### src/rtl/csa_sum_pipe.sv
// ---------------------------------------------------------------------------
// csa_sum_pipe
//   Parametrised N-operand unsigned adder. Stage 0 registers the operand
//   vector. Stages 1..N-2 are 3:2 carry-save compressors that fold in one
//   operand each. Stage N-1 is the carry-propagate adder that forms sum/ovf.
//   Every stage has its own valid bit. A single advance signal moves the whole
//   pipe at once. When the output is blocked, every stage holds, including
//   bubbles.
//
//   Optional build macro: CSA_PIPE_SAT_EN
//     defined   -> sum saturates to all ones when the true sum overflows OUT_W
//     undefined -> sum wraps modulo 2^OUT_W
//     ovf is reported in both builds.
//
// Parameters:
//   W      operand width (2..32)
//   N      number of operands (3..8)
//   OUT_W  result width (1..W+$clog2(N))
//
// Ports:
//   clk        rising-edge clock
//   rst        asynchronous active-high reset; clears valids and data
//   in_valid   operand vector valid
//   in_ready   block can accept this cycle (= !out_valid | out_ready)
//   in_data    packed operands, operand k = in_data[k*W +: W]
//   out_valid  result valid
//   out_ready  downstream accepts result
//   sum        result (OUT_W bits)
//   ovf        true sum exceeded 2^OUT_W-1, qualified by out_valid
// ---------------------------------------------------------------------------
module csa_sum_pipe #(
    parameter int W     = 6,
    parameter int N     = 4,
    parameter int OUT_W = W + $clog2(N)
) (
    input  logic               clk,
    input  logic               rst,
    input  logic               in_valid,
    output logic               in_ready,
    input  logic [N*W-1:0]     in_data,
    output logic               out_valid,
    input  logic               out_ready,
    output logic [OUT_W-1:0]   sum,
    output logic               ovf
);

    // Wide enough for the sum of N W-bit operands, so the carry-save chain
    // never loses a carry.
    localparam int FULL_W = W + $clog2(N);

    // 3:2 compressor returning {s, c}. The carry word is shifted left by one.
    // The dropped top carry bit is provably zero because FULL_W cannot overflow.
    function automatic logic [2*FULL_W-1:0] csa32(
        input logic [FULL_W-1:0] a,
        input logic [FULL_W-1:0] b,
        input logic [FULL_W-1:0] x
    );
        logic [FULL_W-1:0] s_v;
        logic [FULL_W-1:0] maj_v;
        s_v   = a ^ b ^ x;
        maj_v = (a & b) | (a & x) | (b & x);
        return {s_v, maj_v << 1'b1};
    endfunction

    // Zero-extend one operand to the internal width.
    function automatic logic [FULL_W-1:0] ext(input logic [W-1:0] op);
        return {{(FULL_W-W){1'b0}}, op};
    endfunction

    logic                adv_s;
    logic [N-1:0]        v_r;
    // Operand carriers: ops_r[0] is the input register. Later entries carry
    // the not-yet-consumed operands alongside the carry-save words.
    logic [N*W-1:0]      ops_r  [0:N-3];
    logic [FULL_W-1:0]   s_r    [1:N-2];
    logic [FULL_W-1:0]   c_r    [1:N-2];
    logic [FULL_W-1:0]   s_src  [0:N-3];
    logic [FULL_W-1:0]   c_src  [0:N-3];
    logic [FULL_W-1:0]   s_nxt  [1:N-2];
    logic [FULL_W-1:0]   c_nxt  [1:N-2];
    logic [FULL_W-1:0]   full_s;
    logic [OUT_W-1:0]    sum_nxt;
    logic                ovf_nxt;
    logic [OUT_W-1:0]    sum_r;
    logic                ovf_r;

    // Global advance: everything moves unless a valid result is blocked.
    assign adv_s     = !v_r[N-1] || out_ready;
    assign in_ready  = adv_s;
    assign out_valid = v_r[N-1];
    assign sum       = sum_r;
    assign ovf       = ovf_r;

    // Carry-save chain: stage k compresses (s, c) of stage k-1 with operand k+1.
    // The first stage treats operands 0 and 1 as its incoming (s, c) pair.
    always_comb begin
        s_src = '{default: {FULL_W{1'b0}}};
        c_src = '{default: {FULL_W{1'b0}}};
        s_nxt = '{default: {FULL_W{1'b0}}};
        c_nxt = '{default: {FULL_W{1'b0}}};
        s_src[0] = ext(ops_r[0][0 +: W]);
        c_src[0] = ext(ops_r[0][W +: W]);
        for (int j = 1; j <= N - 3; j++) begin
            s_src[j] = s_r[j];
            c_src[j] = c_r[j];
        end
        for (int k = 1; k <= N - 2; k++) begin
            {s_nxt[k], c_nxt[k]} = csa32(s_src[k-1], c_src[k-1],
                                         ext(ops_r[k-1][(k+1)*W +: W]));
        end
    end

    assign full_s = s_r[N-2] + c_r[N-2];

    // Output width handling: no overflow is possible at full width.
    if (OUT_W == FULL_W) begin : g_full
        assign ovf_nxt = 1'b0;
        assign sum_nxt = full_s;
    end else begin : g_narrow
        assign ovf_nxt = |full_s[FULL_W-1:OUT_W];
`ifdef CSA_PIPE_SAT_EN
        assign sum_nxt = ovf_nxt ? {OUT_W{1'b1}} : full_s[OUT_W-1:0];
`else
        assign sum_nxt = full_s[OUT_W-1:0];
`endif
    end

    // Pipeline registers: all stages load together on advance, otherwise hold.
    always_ff @(posedge clk or posedge rst) begin
        if (rst) begin
            v_r   <= {N{1'b0}};
            sum_r <= {OUT_W{1'b0}};
            ovf_r <= 1'b0;
            for (int j = 0; j <= N - 3; j++) begin
                ops_r[j] <= {(N*W){1'b0}};
            end
            for (int k = 1; k <= N - 2; k++) begin
                s_r[k] <= {FULL_W{1'b0}};
                c_r[k] <= {FULL_W{1'b0}};
            end
        end else if (adv_s) begin
            v_r      <= {v_r[N-2:0], in_valid};
            ops_r[0] <= in_data;
            for (int j = 1; j <= N - 3; j++) begin
                ops_r[j] <= ops_r[j-1];
            end
            for (int k = 1; k <= N - 2; k++) begin
                s_r[k] <= s_nxt[k];
                c_r[k] <= c_nxt[k];
            end
            sum_r <= sum_nxt;
            ovf_r <= ovf_nxt;
        end
    end

endmodule

### config.mk
export PLATFORM = sky130hd
export DESIGN_NAME = csa_sum_pipe
export DESIGN_NICKNAME = d
export VERILOG_FILES = /design/src/rtl/csa_sum_pipe.sv
export SDC_FILE = /design/constraint.sdc
export NUM_CORES = 1
export LEC_CHECK = 0
export ABC_CLOCK_PERIOD_IN_PS = 2700
export CAP_MARGIN = 10
export CORE_MARGIN = 3
export CORE_UTILIZATION = 55
export CTS_BUF_LIST = sky130_fd_sc_hd__clkbuf_4 sky130_fd_sc_hd__clkbuf_8
export DETAILED_ROUTE_END_ITERATION = 8
export PLACE_DENSITY = 0.8
export SLEW_MARGIN = 20
export SYNTH_ARGS = -nofsm -noshare
export SYNTH_HDL_FRONTEND = slang
export SYNTH_SLANG_ARGS = --single-unit
### constraint.sdc
create_clock -name clk -period 2.7 [get_ports clk]
set_input_delay 0.54 -clock clk [delete_from_list [all_inputs] [get_ports clk]]
set_output_delay 0.54 -clock clk [all_outputs]
set_load 0.05 [all_outputs]
==> results.json <==
{
  "cts_resized": 0,
  "fmax_mhz": 482,
  "cts_tree": "built",
  "cts_hold_buf": 0,
  "synth-seq-cells": 67,
  "fin_tns_setup_ns": 0,
  "endpoint_kind": "primary output",
  "synth_cell_types": 25,
  "critPathBufInv": 1,
  "powerDensity_mw_per_mm2": 1200,
  "multi_input_area_mm2": 0.00120,
  "maxSlewViolCount": 0,
  "gr-total-overflow": 0,
  "cpPeakStageDelay_ns": 0.82,
  "cp.arrival_ns": 1.53,
  "required_ns": 2.16,
  "numCtsBuffers": 9,
  "cts_setup_buffers": 0,
  "n_antenna_cell": 0,
  "final_antenna_net_count": 0,
  "grt_pass1_wl_um": 9490,
  "dr.pass1.iters": 4,
  "initial_core_util_pct": 57.3,
  "grt.total_usage_pct": 19.8,
  "synth-async-reset-ratio_pct": 100,
  "antenna_found_initial": 0,
  "grt_pass1_vias": 2146,
  "yosys_warnings": 0,
  "totalWireLength_um": 5290,
  "place_congestion": 0.822,
  "finalSetupViolCount": 0,
  "finalNonFillerCells": 427,
  "period_share_pct": 76.8,
  "maxCapViolations": 0,
  "clock_skew_ns": 0.00845,
  "wl_per_cell_um": 12.4,
  "synth_top_flop_cell": "dfrtp_1",
  "syn_nets": 362,
  "h-tree-depth": 3,
  "syn_avg_cell_area_um2": 9.41,
  "register_area_mm2": 0.00168,
  "cpMaxStageDelayCell": "clkdlybuf4s50_1",
  "placed_cells": 411,
  "cts-root-buf": "clkbuf_8",
  "critPathLaunchType": "register",
  "hold_violations": 0,
  "peakVddDrop_uv": 707,
  "cts.sinks": 67,
  "place_hpwl_um": 3520,
  "synthCells": 315,
  "drive_gt1_share_pct": 7.28,
  "synth_edf_count": 0,
  "r2r_cells": 7,
  "dieArea_mm2": 0.00631,
  "slew_headroom_pct": 59.1,
  "die_x_um": 79.4,
  "path_class": "register to primary output",
  "grt_max_degree": 66,
  "die_height_um": 79.4,
  "nets": 399,
  "portBuffers": 37,
  "rsz0062_at_grt": "no",
  "route.detailed.drc": 0,
  "min_path_type": "register to register",
  "cp_max_fo": 2,
  "status": "finished clean",
  "cp.depth": 1,
  "period_needed_ns": 2.07,
  "ys_seq_area_share_pct": 56.6,
  "synthesis.area_mm2": 0.00296,
  "layout-area-overhead-vs-synth_pct": 22.0,
  "clk_path_buf_depth": 2,
  "via_count": 2081,
  "core-area_mm2": 0.00517,
  "first_iter_violations": 106,
  "crit_family": "buffers and inverters",
  "final_common_cell": "nand2_1",
  "p_leak_nw": 1.84,
  "row_count": 26,
  "clk_latency_ns": 0.34,
  "nFillCells": 400,
  "crit_chain": "clkdlybuf4s50_1",
  "worst_pin_slew_ns": 0.613,
  "path_clk_slew_ns": 0.07,
  "min_path_cells": 2,
  "io-pin-count": 39,
  "layout_common_cells": "nand2_1 (178), dfrtp_1 (67), clkdlybuf4s50_1 (36)",
  "routed_via_density": 4.87
}
-- state kept, by name, summed over array words and instances, names as in the netlist --
| register | count |
|---|---|
| c_src | 6 |
| ops_r | 24 |
| v_r | 4 |
| c_r | 12 |
| sum | 8 |
| s_r | 13 |
-- logic make-up after synthesis --
logic type | synth area share, %
and+or+nand+nor | 24.1
DFF | 56.6
buffers and inverters | 3.21
AOI/OAI and AO/OA | 4.01
adders and majority gates | 11.1
xor gates and xnor gates | 0.887
other | 0.127
-- metal layers --
layer,GRT usage [%],wire (um),vias to the layer above
met1,24.7,2340,995
li1,-,-,1040
met5,0,0,-
met2,32.7,2680,38
met3,4.51,191,8
met4,9.62,74,0
-- cell type report --
type	instances	share of cell area, %
tap	70	2.42
timing repair buffer	41	11.7
clock inverter	4	1.31
inverter	5	0.519
sequential	67	46.4
multi-input combinational	228	33.1
clock buffer	12	4.57
-- stage by stage --
step	utilization, %	instance area (um^2)	setup WS (ns)	hold slack, ns	power [mW]
6_report	69.9	3620	0.626	0.469	4.36
5_1_grt	69.9	3620	0.585	0.491	4.73
4_1_cts	69.9	3620	0.601	0.473	4.41
3_5_place_dp	65.8	3400	0.689	0.448	3.50
3_3_place_gp	65.8	3400	0.717	0.446	3.39
2_1_floorplan	-	2960	0.477	0.430	3.00
-- cells in the mapped netlist (2+ instances only) --
cell type,n,area (um^2)
nand2_1,178,668
dfrtp_1,67,1680
fa_1,12,240
buf_2,10,50.1
ha_1,7,87.6
a21oi_1,5,25.0
nor2_1,5,18.8
inv_1,4,15.0
o21ai_1,4,20.0
clkbuf_1,3,11.3
o21ai_0,3,15.0
a21o_1,2,15.0
buf_4,2,15.0
xor2_1,2,17.5
-- final timing paths --
kind                                  startpoint               endpoint  slack, ns
max in group asynchronous                    rst  ops_r[38]$_DFFE_PP0P_       1.54
min in group asynchronous                    rst  ops_r[47]$_DFFE_PP0P_       0.55
setup / recovery              v_r[3]$_DFFE_PP0P_              out_valid       0.63
setup reg to reg              s_r[1]$_DFFE_PP0P_     sum[5]$_DFFE_PP0P_       0.98
hold reg to reg            ops_r[46]$_DFFE_PP0P_  ops_r[46]$_DFFE_PP0P_       0.47
hold / removal             ops_r[46]$_DFFE_PP0P_  ops_r[46]$_DFFE_PP0P_       0.47
-- power breakdown --
| group | switching [mW] | internal, mW |
|---|---|---|
| clock network | 0.377 | 0.499 |
| logic | 1.05 | 0.714 |
| registers | 0.279 | 1.43 |
| total | 1.71 | 2.65 |
No activity file was read; power rests on OpenSTA's default activity.
